File: config.mk
export PLATFORM = sky130hd
export DESIGN_NAME = crc_frame_tx
export DESIGN_NICKNAME = d
export VERILOG_FILES = /design/src/rtl/crc_frame_tx.sv
export SDC_FILE = /design/constraint.sdc
export NUM_CORES = 1
export LEC_CHECK = 0
export CAP_MARGIN = 5
export CORE_ASPECT_RATIO = 0.75
export CORE_MARGIN = 2
export CORE_UTILIZATION = 55
export DETAILED_ROUTE_END_ITERATION = 10
export GPL_TIMING_DRIVEN = 0
export PLACE_DENSITY = 0.83
export SLEW_MARGIN = 40
export SYNTH_ARGS = -nofsm -noshare
export SYNTH_HDL_FRONTEND = slang
export SYNTH_SLANG_ARGS = --single-unit
File: constraint.sdc
create_clock -name clk -period 3.1 [get_ports clk]
set_input_delay 0.465 -clock clk [delete_from_list [all_inputs] [get_ports clk]]
set_output_delay 0.465 -clock clk [all_outputs]
set_load 0.03 [all_outputs]
File: src/rtl/crc_frame_tx.sv
// Serial frame transmitter: START, SYNC, DATA, CRC, STOP, MSB first, CLKS_PER_BIT clocks per bit.
// Optional error injection on the transmitted bits is enabled by defining CRC_ERR_INJECT_EN.
module crc_frame_tx #(
   parameter int                DATA_W       = 8,
   parameter int                CRC_W        = 8,
   parameter logic [CRC_W-1:0]  CRC_POLY     = 8'h07,
   parameter logic [CRC_W-1:0]  CRC_INIT     = 8'h00,
   parameter int                SYNC_W       = 8,
   parameter logic [SYNC_W-1:0] SYNC_PAT     = 8'h7E,
   parameter int                CLKS_PER_BIT = 434
) (
   input  logic              clk,
   input  logic              rst_n,
   input  logic              tx_valid,
   output logic              tx_ready,
   input  logic [DATA_W-1:0] tx_data,
   input  logic [1:0]        err_mode,
   output logic              tx_line,
   output logic              tx_busy,
   output logic              tx_done
);

   localparam int MAX_AB = (SYNC_W > DATA_W) ? SYNC_W : DATA_W;
   localparam int MAXF   = (MAX_AB > CRC_W) ? MAX_AB : CRC_W;
   localparam int IDX_W  = $clog2(MAXF);
   localparam int CNT_W  = $clog2(CLKS_PER_BIT);

   localparam logic [CNT_W-1:0] CNT_LAST  = CNT_W'(CLKS_PER_BIT - 1);
   localparam logic [IDX_W-1:0] SYNC_LAST = IDX_W'(SYNC_W - 1);
   localparam logic [IDX_W-1:0] DATA_LAST = IDX_W'(DATA_W - 1);
   localparam logic [IDX_W-1:0] CRC_LAST  = IDX_W'(CRC_W - 1);

   typedef enum logic [2:0] {
      S_IDLE,
      S_START,
      S_SYNC,
      S_DATA,
      S_CRC,
      S_STOP
   } state_t;

   state_t             state_q, state_d;
   logic [CNT_W-1:0]   cnt_q, cnt_d;
   logic [IDX_W-1:0]   idx_q, idx_d;
   logic [DATA_W-1:0]  data_q, data_d;
   logic [SYNC_W-1:0]  sync_q, sync_d;
   logic [CRC_W-1:0]   crc_q, crc_d;
   logic               bit_end;
   logic               accept;
   logic               crc_fb;
   logic               data_bit;
   logic               crc_bit;

   assign bit_end = (cnt_q == CNT_LAST);
   assign accept  = (state_q == S_IDLE) && tx_valid;
   assign crc_fb  = crc_q[CRC_W-1] ^ data_q[DATA_W-1];

   always_ff @(posedge clk or negedge rst_n) begin
      if (!rst_n) begin
         state_q <= S_IDLE;
         cnt_q   <= '0;
         idx_q   <= '0;
         data_q  <= '0;
         sync_q  <= '0;
         crc_q   <= '0;
      end else begin
         state_q <= state_d;
         cnt_q   <= cnt_d;
         idx_q   <= idx_d;
         data_q  <= data_d;
         sync_q  <= sync_d;
         crc_q   <= crc_d;
      end
   end

   // Every field is a shift register consumed from its MSB; idx_q only marks the field end.
   always_comb begin
      state_d = state_q;
      cnt_d   = cnt_q;
      idx_d   = idx_q;
      data_d  = data_q;
      sync_d  = sync_q;
      crc_d   = crc_q;

      if (state_q != S_IDLE) begin
         cnt_d = bit_end ? '0 : cnt_q + 1'b1;
      end

      case (state_q)
         S_IDLE: begin
            cnt_d = '0;
            if (accept) begin
               state_d = S_START;
               idx_d   = '0;
               data_d  = tx_data;
               sync_d  = SYNC_PAT;
               crc_d   = CRC_INIT;
            end
         end
         S_START: begin
            if (bit_end) begin
               state_d = S_SYNC;
               idx_d   = '0;
            end
         end
         S_SYNC: begin
            if (bit_end) begin
               sync_d = sync_q << 1;
               if (idx_q == SYNC_LAST) begin
                  state_d = S_DATA;
                  idx_d   = '0;
               end else begin
                  idx_d = idx_q + 1'b1;
               end
            end
         end
         S_DATA: begin
            if (bit_end) begin
               // CRC always sees the clean payload bit, never the injected one.
               crc_d  = (crc_q << 1) ^ (crc_fb ? CRC_POLY : '0);
               data_d = data_q << 1;
               if (idx_q == DATA_LAST) begin
                  state_d = S_CRC;
                  idx_d   = '0;
               end else begin
                  idx_d = idx_q + 1'b1;
               end
            end
         end
         S_CRC: begin
            if (bit_end) begin
               crc_d = crc_q << 1;
               if (idx_q == CRC_LAST) begin
                  state_d = S_STOP;
                  idx_d   = '0;
               end else begin
                  idx_d = idx_q + 1'b1;
               end
            end
         end
         S_STOP: begin
            if (bit_end) begin
               state_d = S_IDLE;
            end
         end
         default: begin
            state_d = S_IDLE;
            cnt_d   = '0;
            idx_d   = '0;
         end
      endcase
   end

`ifdef CRC_ERR_INJECT_EN
   logic [1:0] mode_q, mode_d;

   assign mode_d = accept ? err_mode : mode_q;

   always_ff @(posedge clk or negedge rst_n) begin
      if (!rst_n) begin
         mode_q <= 2'b00;
      end else begin
         mode_q <= mode_d;
      end
   end

   // 01 flips payload MSB, 11 flips MSB and LSB, 10 inverts the whole CRC field.
   assign data_bit = data_q[DATA_W-1]
                     ^ ((mode_q[0] && (idx_q == '0)) || ((mode_q == 2'b11) && (idx_q == DATA_LAST)));
   assign crc_bit  = crc_q[CRC_W-1] ^ (mode_q == 2'b10);
`else
   logic err_mode_unused;

   assign err_mode_unused = ^err_mode;
   assign data_bit        = data_q[DATA_W-1];
   assign crc_bit         = crc_q[CRC_W-1];
`endif

   always_comb begin
      tx_line = 1'b1;
      case (state_q)
         S_START: tx_line = 1'b0;
         S_SYNC:  tx_line = sync_q[SYNC_W-1];
         S_DATA:  tx_line = data_bit;
         S_CRC:   tx_line = crc_bit;
         default: tx_line = 1'b1;
      endcase
   end

   assign tx_ready = (state_q == S_IDLE);
   assign tx_busy  = (state_q != S_IDLE);
   assign tx_done  = (state_q == S_STOP) && bit_end;

endmodule

==> flow_metrics.py <==
metrics = {
    "yosys": {
        "synthFlopType": "dfrtp_1",
        "yosys.area.top_type": "dfrtp_1",
        "synth-seq-cells": 38,
        "syn-mean-instance-area_um2": 10.1,
        "ys_seq_area_share_pct": 47.9,
        "synth-xor-area-share_pct": 3.53,
        "synth_most_common_cell": "dfrtp_1",
        "async_flop_share_pct": 100,
        "synthTopCellsByCount": "dfrtp_1 (38), nand2_1 (32), nor2_1 (22)",
        "ys_warn_count": 0,
        "synth_top_area_share_pct": 47.9,
        "synthesis.nets": 214,
        "synth_edf_count": 0,
        "synthMuxAreaShare_pct": 10.0,
        "synth_adder_area_share_pct": 2.52,
        "synth_area_leaders": "dfrtp_1 (48%), nand2_1 (6.0%), mux2i_1 (4.5%), nor2_1 (4.2%), mux2_2 (4.0%)",
        "syn_inst": 197,
        "synth.cell_area_um2": 1990,
        "synth_cell_types": 41,
        "yosys.area_share.simple_pct": 21.1,
        "synth_top_family_by_area": "simple AND/OR/NAND/NOR gates",
        "synth_compound_area_share_pct": 11.1,
    },
    "setup_path": {
        "cp.arrival_ns": 2.34,
        "worstRegToRegCells": 6,
        "max_stage_delay_ns": 0.68,
        "cp_max_fo": 10,
        "cp_num_buf_inv": 3,
        "required_ns": 2.63,
        "critPathTopFamily": "buffers and inverters",
        "path_cells": "buf_2, buf_1, a311oi_1, nor2_1, clkdlybuf4s50_1",
        "start_kind": "flop",
        "crit_type": "flop to output pin",
        "critPathSlowestCell": "clkdlybuf4s50_1",
        "worst-path-stages": 5,
        "endpoint_kind": "output pin",
    },
    "place": {
        "placedCellCount": 252,
        "port_buffers": 14,
        "dp_hpwl_mm": 2.63,
        "globalplace.congestion": 0.770,
        "placed_area_um2": 2200,
    },
    "clock_network": {
        "postCtsResizedCells": 0,
        "numCtsBuffers": 5,
        "htreeDepth": 2,
        "root_buffer": "clkbuf_8",
        "clock_sinks": 38,
        "postCtsSetupRepairBufs": 0,
        "holdBufCountCts": 0,
        "path_clk_slew_ns": 0.07,
        "cts_tree": "yes",
        "ctsLongestPathBuffers": 2,
        "clock_latency_ns": 0.29,
    },
    "timing": {
        "period_share_pct": 90.4,
        "fin_crit_ns": 2.80,
        "setup_tns_ns": 0,
        "fmax_mhz": 357,
        "relSlewSlack_pct": 68.1,
        "setup-violations-final": 0,
        "worstMarginPinSlew_ns": 0.478,
        "drv_slew": 0,
        "skew_ns": 0.00856,
        "finalHoldViolCount": 0,
        "holdWs_ns": 0.127,
        "grt_setup_unrepaired": "no",
    },
    "global_routing": {
        "grt_pass1_vias": 1394,
        "grt_use_total_pct": 20.1,
        "grt_max_degree": 21,
        "antenna_found_initial": 0,
        "grt_overflow": 0,
        "grt_pass1_wl_mm": 6.39,
    },
    "cells_and_area": {
        "drive_above_1_share_pct": 15.0,
        "fin_cells": 260,
        "fin_area_um2": 2310,
        "areaGrowthSynthToFinish_pct": 16.2,
        "fillCellCount": 255,
        "insertedDiodeCount": 0,
        "fin_nets": 236,
    },
    "floorplan": {
        "fp.dieArea_um2": 4110,
        "fp-row-count": 18,
        "core_area_um2": 3380,
        "initial_core_util_pct": 58.8,
        "io_pins": 17,
        "die_y_um": 56.1,
        "die_width_um": 73.4,
    },
    "power_and_ir_drop": {
        "p_leak_nw": 1.12,
        "total_power_uw": 931,
        "ir_worst_vdd_mv": 0.283,
        "p_per_area_nw_per_um2": 403,
    },
    "drt": {
        "drtIter0Drc": 55,
        "wl_per_cell_um": 13.8,
        "first_pass_iters": 4,
        "avgViaCountPerCell": 5.62,
        "num_vias": 1460,
        "ant_nets": 0,
        "drt-total-wl_mm": 3.58,
        "drc": 0,
    },
    "job": {
        "maxCapViolCount": 0,
    },
    "run_status": {
        "status": "finished clean",
    },
    "worst_hold_path": {
        "hold_class": "input port to asynchronous set/reset pin",
    },
}
## worst reg2reg max path, cell delays in order, from the launching register on
cell and delay [ns]:
dfrtp_1 0.41, ha_1 0.22, and4b_4 0.22, and2_4 0.17, buf_6 0.14, a21oi_4 0.28
mux2_2 0.38
## flip-flops by register name, summed over array words and instances, names as in the netlist
signal	flops
data_q	8
idx_q	3
crc_q	8
sync_q	7
state_q	3
cnt_q	9
## per-stage QoR
stage	setup WS [ns]	util, %
3_3_place_gp	0.621	64.4
2_1_floorplan	0.859	-
5_1_grt	0.118	68.4
3_5_place_dp	0.617	65.1
4_1_cts	0.300	68.4
6_report	0.296	68.4
## placed cells by master (no fill, tap or decap), drive strengths merged, types with 2 or more instances in the layout
| master | count |
|---|---|
| a21oi | 11 |
| a22o | 3 |
| and2 | 2 |
| and3 | 5 |
| and3b | 2 |
| buf | 8 |
| clkbuf | 8 |
| clkdlybuf4s50 | 13 |
| dfrtp | 38 |
| ha | 4 |
| inv | 11 |
| mux2 | 9 |
| mux2i | 9 |
| nand2 | 33 |
| nand2b | 3 |
| nand3 | 4 |
| nor2 | 22 |
| nor3 | 2 |
| o21ai | 2 |
| o22ai | 8 |
| xnor2 | 6 |
| xor2 | 2 |
## layout make-up
cell class,instances,area (um^2),area share (%)
sequential,38,951,41.2
inverter,11,41.3,1.79
timing repair buffer,15,163,7.04
buffer,6,35.0,1.52
clock buffer,8,110,4.77
multi-input combinational,142,960,41.5
tap,40,50.0,2.17
## routing by layer
metal  part of all wire [%]  routed length (um)  global-route usage (%)  vias to the layer above
met1                     50                1780                    29.2                      707
met4                    1.6                  58                    7.01                        0
met5                      0                   0                       0                        -
li1                       -                   -                       -                      725
met2                     46                1640                    29.0                       23
met3                    3.0                 108                    4.89                        5
## where the power goes
| group | internal (mW) | switching, mW |
|---|---|---|
| registers | 0.500 | 0.00247 |
| clock network | 0.224 | 0.168 |
| logic | 0.0200 | 0.0161 |
## cells by family after synthesis
family	after synthesis
adders and majority gates	4
xor gates and xnor gates	8
and+or+nand+nor	81
muxes	18
buffers and inverters	17
DFF	38
AOI/OAI and AO/OA	31
## worst paths after layout
path | startpoint | end | slack (ns)
max | state_q[1] | tx_line | 0.30
min | rst_n | idx_q[1] | 0.13
max reg2reg | cnt_q[0] | data_q[2] | 1.16
min reg2reg | cnt_q[0] | cnt_q[0] | 0.50
max in group asynchronous | rst_n | sync_q[4] | 2.52
min in group clk | cnt_q[0] | cnt_q[0] | 0.50
Power figures use the tool's default switching activity.
